<file path="config.mk">
export PLATFORM = sky130hd
export DESIGN_NAME = smg_disp_arbiter_flat
export DESIGN_NICKNAME = d
export VERILOG_FILES = /design/src/rtl/smg_pkg.sv /design/src/rtl/smg_disp_arbiter_if.sv /design/src/rtl/smg_slice_timer.sv /design/src/rtl/smg_disp_arbiter.sv /design/src/flat_wrapper.sv
export SDC_FILE = /design/constraint.sdc
export NUM_CORES = 1
export LEC_CHECK = 0
export BUFFER_PORTS_ARGS = -buffer_cell sky130_fd_sc_hd__buf_2
export CAP_MARGIN = 0
export CELL_PAD_IN_SITES_DETAIL_PLACEMENT = 0
export CELL_PAD_IN_SITES_GLOBAL_PLACEMENT = 2
export CORE_MARGIN = 2
export CORE_UTILIZATION = 32
export CTS_BUF_LIST = sky130_fd_sc_hd__clkbuf_2 sky130_fd_sc_hd__clkbuf_4 sky130_fd_sc_hd__clkbuf_8
export CTS_CLUSTER_SIZE = 25
export DETAILED_ROUTE_END_ITERATION = 8
export PLACE_DENSITY_LB_ADDON = 0.25
export SYNTH_ARGS = -nofsm -noshare
export SYNTH_HDL_FRONTEND = slang
export SYNTH_HIERARCHICAL = 1
export SYNTH_SLANG_ARGS = --single-unit
</file>
<file path="constraint.sdc">
create_clock -name clk -period 4.39 [get_ports clk]
set_clock_uncertainty 0.1 [all_clocks]
set_input_delay 0.878 -clock clk [delete_from_list [all_inputs] [get_ports clk]]
set_output_delay 0.878 -clock clk [all_outputs]
set_load 0.02 [all_outputs]
</file>
<file path="src/rtl/smg_pkg.sv">
// Shared types for the seven-segment display arbiter: source IDs, FSM states, data width,
// and helpers for picking a normal source and converting a source ID to its grant vector.
package smg_pkg;

    localparam int SMG_DW = 20;

    typedef enum logic [1:0] {
        SRC_ALERT = 2'd0,
        SRC_A     = 2'd1,
        SRC_B     = 2'd2,
        SRC_NONE  = 2'd3
    } src_e;

    typedef enum logic [1:0] {
        IDLE  = 2'd0,
        ALERT = 2'd1,
        SHOW  = 2'd2
    } state_e;

    // A lone requester wins outright; rr only breaks a tie.
    function automatic src_e pick_src(input logic [1:0] req_n, input src_e rr);
        if (req_n == 2'b11) return rr;
        else if (req_n[0])  return SRC_A;
        else                return SRC_B;
    endfunction

    function automatic logic [2:0] src2gnt(input src_e s);
        case (s)
            SRC_ALERT: return 3'b001;
            SRC_A:     return 3'b010;
            SRC_B:     return 3'b100;
            default:   return 3'b000;
        endcase
    endfunction

endpackage

</file>
<file path="src/rtl/smg_disp_arbiter_if.sv">
// Request/data bundle from the three sources plus the arbitrated display-driver outputs.
// The master side drives requests and data; the arbiter uses the slave side.
interface smg_disp_arbiter_if
    import smg_pkg::*;
#(
    parameter int DW = SMG_DW
);
    logic [2:0]    req_i;
    logic [DW-1:0] data0_i;
    logic [DW-1:0] data1_i;
    logic [DW-1:0] data2_i;
    logic [2:0]    gnt_o;
    logic [1:0]    disp_src_o;
    logic [DW-1:0] disp_data_o;
    logic          disp_valid_o;
    logic          disp_blank_o;

    modport master (
        output req_i, data0_i, data1_i, data2_i,
        input  gnt_o, disp_src_o, disp_data_o, disp_valid_o, disp_blank_o
    );

    modport slave (
        input  req_i, data0_i, data1_i, data2_i,
        output gnt_o, disp_src_o, disp_data_o, disp_valid_o, disp_blank_o
    );
endinterface

</file>
<file path="src/rtl/smg_slice_timer.sv">
// Reloading down-counter: clr loads CYCLES-1, en counts down, expire_o is high on the
// last counted cycle, and the counter reloads automatically when it expires.
module smg_slice_timer #(
    parameter int CYCLES = 8
) (
    input  logic clk,
    input  logic rst,
    input  logic clr_i,
    input  logic en_i,
    output logic expire_o
);
    localparam int CW = $clog2(CYCLES);
    localparam logic [CW-1:0] LOAD = CW'(CYCLES - 1);

    logic [CW-1:0] cnt_q, cnt_d;

    assign expire_o = en_i && (cnt_q == '0);

    always_comb begin
        cnt_d = cnt_q;
        if (clr_i)      cnt_d = LOAD;
        else if (en_i)  cnt_d = expire_o ? LOAD : cnt_q - CW'(1);
    end

    always_ff @(posedge clk) begin
        if (rst) cnt_q <= LOAD;
        else     cnt_q <= cnt_d;
    end
endmodule

</file>
<file path="src/rtl/smg_disp_arbiter.sv">
// Display-driver arbiter: the alert source preempts, sources 1/2 share time slices round-robin.
// Data path has one cycle of latency; the SMG_ALERT_BLINK_EN build adds blink blanking.
module smg_disp_arbiter
    import smg_pkg::*;
#(
    parameter int DW           = SMG_DW,
    parameter int HOLD_CYCLES  = 50_000_000,
    parameter int BLINK_CYCLES = 12_500_000
) (
    input  logic             clk,
    input  logic             rst,
    smg_disp_arbiter_if.slave bus
);
    if (HOLD_CYCLES < 2 || BLINK_CYCLES < 2) begin : g_param_chk
        $error("smg_disp_arbiter: HOLD_CYCLES and BLINK_CYCLES must be >= 2");
    end

    state_e        state_q, state_d;
    src_e          src_q, src_d, rr_q, rr_d, other;
    logic [2:0]    gnt_q, gnt_d;
    logic [DW-1:0] disp_data_q, disp_data_d;
    logic          disp_valid_q, disp_valid_d;
    logic          own_req, oth_req;
    logic          slice_clr, slice_en, slice_exp;

    assign slice_en = (state_q == SHOW);

    smg_slice_timer #(.CYCLES(HOLD_CYCLES)) u_slice (
        .clk      (clk),
        .rst      (rst),
        .clr_i    (slice_clr),
        .en_i     (slice_en),
        .expire_o (slice_exp)
    );

    always_comb begin
        state_d   = state_q;
        src_d     = src_q;
        rr_d      = rr_q;
        slice_clr = (state_q != SHOW);
        other     = (src_q == SRC_A) ? SRC_B : SRC_A;
        own_req   = (src_q == SRC_A) ? bus.req_i[1] : bus.req_i[2];
        oth_req   = (src_q == SRC_A) ? bus.req_i[2] : bus.req_i[1];

        case (state_q)
            SHOW: begin
                if (bus.req_i[0]) begin
                    // A slice that expires under the alert still counts as completed.
                    state_d = ALERT;
                    src_d   = SRC_ALERT;
                    if (slice_exp && oth_req) rr_d = other;
                end else if (!own_req) begin
                    if (oth_req) begin
                        src_d     = other;
                        rr_d      = other;
                        slice_clr = 1'b1;
                    end else begin
                        state_d = IDLE;
                        src_d   = SRC_NONE;
                    end
                end else if (slice_exp && oth_req) begin
                    src_d = other;
                    rr_d  = other;
                end
            end
            default: begin
                if (bus.req_i[0]) begin
                    state_d = ALERT;
                    src_d   = SRC_ALERT;
                end else if (|bus.req_i[2:1]) begin
                    state_d = SHOW;
                    src_d   = pick_src(bus.req_i[2:1], rr_q);
                    rr_d    = src_d;
                end else begin
                    state_d = IDLE;
                    src_d   = SRC_NONE;
                end
            end
        endcase

        gnt_d = src2gnt(src_d);

        disp_data_d = disp_data_q;
        case (src_q)
            SRC_ALERT: disp_data_d = bus.data0_i;
            SRC_A:     disp_data_d = bus.data1_i;
            SRC_B:     disp_data_d = bus.data2_i;
            default:   disp_data_d = disp_data_q;
        endcase
        disp_valid_d = (src_q != SRC_NONE);
    end

    always_ff @(posedge clk) begin
        if (rst) begin
            state_q      <= IDLE;
            src_q        <= SRC_NONE;
            rr_q         <= SRC_A;
            gnt_q        <= 3'b000;
            disp_data_q  <= '0;
            disp_valid_q <= 1'b0;
        end else begin
            state_q      <= state_d;
            src_q        <= src_d;
            rr_q         <= rr_d;
            gnt_q        <= gnt_d;
            disp_data_q  <= disp_data_d;
            disp_valid_q <= disp_valid_d;
        end
    end

    assign bus.gnt_o        = gnt_q;
    assign bus.disp_src_o   = src_q;
    assign bus.disp_data_o  = disp_data_q;
    assign bus.disp_valid_o = disp_valid_q;

`ifdef SMG_ALERT_BLINK_EN
    logic blink_exp;
    logic disp_blank_q, disp_blank_d;

    smg_slice_timer #(.CYCLES(BLINK_CYCLES)) u_blink (
        .clk      (clk),
        .rst      (rst),
        .clr_i    (state_q != ALERT),
        .en_i     (state_q == ALERT),
        .expire_o (blink_exp)
    );

    always_comb begin
        disp_blank_d = 1'b0;
        if (state_d == ALERT) disp_blank_d = blink_exp ? ~disp_blank_q : disp_blank_q;
    end

    always_ff @(posedge clk) begin
        if (rst) disp_blank_q <= 1'b0;
        else     disp_blank_q <= disp_blank_d;
    end

    assign bus.disp_blank_o = disp_blank_q;
`else
    assign bus.disp_blank_o = 1'b0;
`endif
endmodule

</file>
<file path="src/flat_wrapper.sv">
// flat-port wrapper written by rule: the top's interface ports become plain ports
module smg_disp_arbiter_flat import smg_pkg::*;
#(
    parameter int DW           = SMG_DW,
    parameter int HOLD_CYCLES  = 50_000_000,
    parameter int BLINK_CYCLES = 12_500_000
)
  (clk, rst, bus_req_i, bus_data0_i, bus_data1_i, bus_data2_i, bus_gnt_o, bus_disp_src_o, bus_disp_data_o, bus_disp_valid_o, bus_disp_blank_o);
  smg_disp_arbiter_if #(.DW(DW)) bus_i ();
  input  logic clk;
  input  logic rst;
  input wire logic [$bits(bus_i.req_i)-1:0] bus_req_i;
  input wire logic [$bits(bus_i.data0_i)-1:0] bus_data0_i;
  input wire logic [$bits(bus_i.data1_i)-1:0] bus_data1_i;
  input wire logic [$bits(bus_i.data2_i)-1:0] bus_data2_i;
  output wire logic [$bits(bus_i.gnt_o)-1:0] bus_gnt_o;
  output wire logic [$bits(bus_i.disp_src_o)-1:0] bus_disp_src_o;
  output wire logic [$bits(bus_i.disp_data_o)-1:0] bus_disp_data_o;
  output wire logic [$bits(bus_i.disp_valid_o)-1:0] bus_disp_valid_o;
  output wire logic [$bits(bus_i.disp_blank_o)-1:0] bus_disp_blank_o;
  assign bus_i.req_i = bus_req_i;
  assign bus_i.data0_i = bus_data0_i;
  assign bus_i.data1_i = bus_data1_i;
  assign bus_i.data2_i = bus_data2_i;
  assign bus_gnt_o = bus_i.gnt_o;
  assign bus_disp_src_o = bus_i.disp_src_o;
  assign bus_disp_data_o = bus_i.disp_data_o;
  assign bus_disp_valid_o = bus_i.disp_valid_o;
  assign bus_disp_blank_o = bus_i.disp_blank_o;
  smg_disp_arbiter #(.DW(DW), .HOLD_CYCLES(HOLD_CYCLES), .BLINK_CYCLES(BLINK_CYCLES)) u_core (.clk(clk), .rst(rst), .bus(bus_i));
endmodule
</file>
# Yosys cells after proc, flatten, opt, wreduce, memory -nomap -nowiden
# Cells that the tools add are included.
# word_totals
ff_bits	56
input_bits	65
out_inout_bits	27
word_cells	63
# classes
n_addsub	1
eq_ne	12
mux	32
n_reduce_logical	11
# op_table
cell	n
$pmux 20 s3	1
$mux 2	23
$logic_not 26->1	1
$mux 26	1
$sub 26x1->26 const B	1
$pmux 3 s3	1
$eq 2x2->1 const B	4
$mux 1	6
$ne 3x3->1 const B	2
$eq 2x1->1 const B	2
$logic_not 2->1	2
$ne 2x2->1 const B	2
$ne 4x2->1 const B	1
$reduce_or 2->1	2
$reduce_and 3->1	1
$reduce_bool 3->1	1
$logic_and 1x1->1	2
$ne 2x1->1 const B	1
$reduce_and 2->1	1
$reduce_bool 2->1	1

# Logic depth before layout (Yosys ltp)
# depth
depth_word	9
mapped_depth	12

# Modules after synthesis
# Netlist, hierarchy kept.
# by_module_without_submodules
module	instances	cells_per_inst	area_per_inst_um2	seq_area_each_um2
smg_disp_arbiter	1	213	1649.1	600.6
smg_slice_timer	1	149	1275.0	520.5

# Worst setup path before layout
# No wires, ideal clock.
# synth_path
path_type	register -> register
startpoint	register u_core.u_slice.cnt_q[15]
endpoint	register u_core.gnt_q[0] (netlist: u_core/bus.gnt_o[0])
setup_time_ns	0.073
arrival_time_ns	2.656
required_time_ns	4.217
setup_slack_ns	1.561
path_stages_with_launch	10
n_path_buf	0
synth_period_minus_slack_ns	2.829
cell_sequence	dfxtp_1 > or4_4 > or2_2 > or3_1 > nor3_1 > and2_4 > o21ai_2 > and3_4 > or3_1 > o22ai_2
# synth_between
elab_chain_cells	9
word_cells_on_any_way	11
cone_classes	eq/ne: 2; mux: 5; reduce/logical: 4
# synth_rtl
item	line	text
from (decl)	smg_slice_timer.sv:15	logic [CW-1:0] cnt_q, cnt_d;
from (signal assigned)	smg_slice_timer.sv:27	else cnt_q <= cnt_d;
$logic_not 26->1 *	smg_slice_timer.sv:17	assign expire_o = en_i && (cnt_q == '0);
$logic_and 1x1->1 *	smg_slice_timer.sv:17	
net u_core.slice_exp	smg_disp_arbiter.sv:24	logic slice_clr, slice_en, slice_exp;
$logic_and 1x1->1 *	smg_disp_arbiter.sv:61	end else if (slice_exp && oth_req) begin
$mux 2 *	smg_disp_arbiter.sv:61	
$mux 2 *	smg_disp_arbiter.sv:52	end else if (!own_req) begin
$mux 2 *	smg_disp_arbiter.sv:47	if (bus.req_i[0]) begin
$mux 2 *	smg_disp_arbiter.sv:45	case (state_q)
$eq 2x2->1, or another cell as far along	smg_pkg.sv:28	case (s)
$pmux 3 s3 *	smg_pkg.sv:28	
to (signal assigned)	smg_disp_arbiter.sv:105	gnt_q <= gnt_d;
to (decl)	smg_disp_arbiter.sv:20	logic [2:0] gnt_q, gnt_d;
# Mark *: on every way through the listed nets, which the timed path passes. The rest lies on a longest branch.
# A chain may end at the register's enable or synchronous reset.

# Worst setup path in the final report
# Ends and elaborated chain as after synthesis.

==> metrics.txt <==
status=finished clean; deepest level of the CTS H-tree=2; Least-Margin Pin Slew=1.02 ns; final number of hold-violating endpoints=0; layout cells sized above 1=26.9%; max_cap viols=0; post-synthesis sequential area ratio=about two fifths; row count=34; Longest Clk Path Bufs=2; Horiz. Die Dim=99.6 um; DP Wirelength=5.62 mm; top-area cell type share of the netlist area=38.3%; n_diodes=0; Max Fclk=between 300 and 400 MHz; leakage dissipation=0.00139 uW; Final Critical Period=3.08 ns; Syn Area/Cell=8.08 um^2; # placed instances=537; main area contributors after synthesis=dfxtp_1, a21oi_1, a221oi_1, nor2_1, nor2b_1; Die Ht=99.6 um; Antenna Nets Post-Route=0; Rel. slew slack=31.0%; initial core utilization=between 30% and 40%; clk sink count=56; fin. max-slew vios=0; footprint of the multi-input gates=1660 um^2; I/O pin total=92; Arr. time, crit path=3.22 ns; Period Utilization, post-route=70.1%; Post-Synthesis Net Count=between 400 and 500; Final setup viols=0; register area=1120 um^2; quantity of hold-fixing buffers added after cts=0; Main synth FF type=dfxtp_1; Congestion Overflow GR=0; Crit Path Max Fanout=7; RePlAce Congestion=between 0.7 and 0.8; Worst VDD drop=0.000144 V; vias in the first global route=2710; synth cell count leaders=dfxtp_1, nor2_1, a21oi_1; CP Class=reg2reg; Cell Count, Final, Fillers Out=between 500 and 600; Startpoint Class=register; cell taking the most area after synthesis=dfxtp_1; total number of vias=2828; Cell Area, Synth=slightly below 3000 um^2; CP Capture Type=register; Pre-antenna DRT Iters=4; Tot GR Track Use=about 16%; synth warn=6; area grow syn2layout=20.1%; clock-pin slew on the worst setup and hold paths=0.10 ns; Post-synth EDFFs=0; drt wl/cell=14.5 um; HP Class=reg2reg; Setup TNS=0 ns; core area=8810 um^2; CTS tree=built; Resize count post-CTS=0; Filler cells=942; post-CTS setup buffers=0; CP required=4.53 ns; Synth Register Bits=56; antenna violations before repair=0; count of different cell masters after synthesis=53; first-pass GRT wire length=13.0 mm; routed vias/inst=5.21; final wirelength=7.85 mm; die area=about 9900 um^2; Nets=505; RSZ-0062 raised after global routing=false; Post-synth ARST share=0%; number of port buffers=90; most frequent cell after synthesis=dfxtp_1; Syn Inst Count=362; post-route DRC violation count=0; initial DRC count=101; Skew-Pair Late Insertion Delay=0.30 ns; CTS Root Cell=clkbuf_8; PD cells=about 320 nW/um^2; Num CTS Buffers=5; largest net degree at the start of global routing=41
==> report_power, final <==
group	total (uW)	leakage (uW)	switching (uW)	internal, uW
combinational	249	0.000885	147	102
clock	325	0.0000501	160	164
sequential	549	0.000458	14.0	535
total	1120	0.00139	321	801
==> registers in the layout, indices dropped and copies added (netlist names) <==
signal / count
u_core/bus.disp_src_o: 2
u_core/bus.gnt_o: 3
u_core/state_q: 2
u_core/bus.disp_data_o: 20
u_core/rr_q: 2
u_core/u_slice/cnt_q: 26
u_core/bus.disp_valid_o: 1
==> worst max-delay path: stages, from the launching register on <==
cell,delay (ns)
dfxtp_1,0.37
or4_4,0.59
or2_2,0.33
or3_1,0.36
nor3_1,0.33
and2_4,0.23
o21ai_2,0.06
and3_4,0.22
or3_1,0.35
o22ai_2,0.08
==> cells in the final DEF (no fill, tap or decap), types with 5 or more instances in the layout <==
cell type  Yosys  final
a21oi_1       36     36
or3_1          7      7
nand2_1       17     17
nand3_1       13     13
buf_2          5     90
clkbuf_8       0      5
nor2_1        41     41
nor4_1         7      7
nand4_1        8      8
xor2_1         9      9
o21ai_0        9      9
a221oi_1      20     20
nor2b_1       24     24
dfxtp_1       56     56
nor3_1        26     26
==> kinds of logic (layout without fill, tap and decap cells) <==
| group | Yosys count | after routing | synth area share, % |
|---|---|---|---|
| AND/OR/NAND/NOR | 171 | 171 | 32.1 |
| AO/OA/AOI/OAI | 86 | 86 | 19.1 |
| flip-flops | 56 | 56 | 38.3 |
| buffers and inverters | 32 | 105 | 4.96 |
| XOR/XNOR | 12 | 12 | 3.59 |
| adder cells (fa/ha/maj) | 4 | 4 | 1.71 |
| other | 1 | 1 | 0.128 |
==> final cells by class <==
| class | instances | area share, % |
|---|---|---|
| Inverter | 5 | 0.534 |
| Clock inverter | 1 | 0.855 |
| Timing Repair Buffer | 94 | 13.7 |
| Sequential cell | 56 | 31.9 |
| Tap cell | 108 | 3.85 |
| Clock buffer | 5 | 1.96 |
| Multi-Input combinational cell | 274 | 47.2 |
==> through the flow <==
stage | util (%) | hold WS, ns | power, uW | worst slack, ns | cell area, um^2
after floorplan | - | 0.357 | 731 | 1.56 | 2920
after global placement | 38.8 | 0.366 | 810 | 1.38 | 3410
after detailed placement | 38.8 | 0.374 | 810 | 1.33 | 3410
after CTS | 39.9 | 0.394 | 1140 | 1.31 | 3510
after global routing | 39.9 | 0.429 | 1200 | 1.20 | 3510
final | 39.9 | 0.387 | 1120 | 1.31 | 3510
==> path summary, 6_finish.rpt <==
path                                                         startpoint                                      end  slack [ns]  depth (start not counted)
worst max register to register    u_core/u_slice/cnt_q[15]$_SDFFE_PP1P_           u_core/bus.gnt_o[0]$_SDFF_PP0_        1.31                          9
worst min-delay path            u_core/bus.disp_data_o[16]$_SDFFE_PP0P_  u_core/bus.disp_data_o[16]$_SDFFE_PP0P_        0.39                          2
worst max-delay path              u_core/u_slice/cnt_q[15]$_SDFFE_PP1P_           u_core/bus.gnt_o[0]$_SDFF_PP0_        1.31                          9
worst min register to register  u_core/bus.disp_data_o[16]$_SDFFE_PP0P_  u_core/bus.disp_data_o[16]$_SDFFE_PP0P_        0.39                          2
==> metal layers <==
layer  part of all wire [%]  vias to the layer above  global-route usage [%]
li1                       -                     1462                       -
met1                     50                     1284                    21.7
met2                     45                       76                    25.8
met3                    4.2                        6                    2.39
met4                   0.93                        0                    4.21
met5                      0                        -                       0
(Power assumes the default switching activity.)
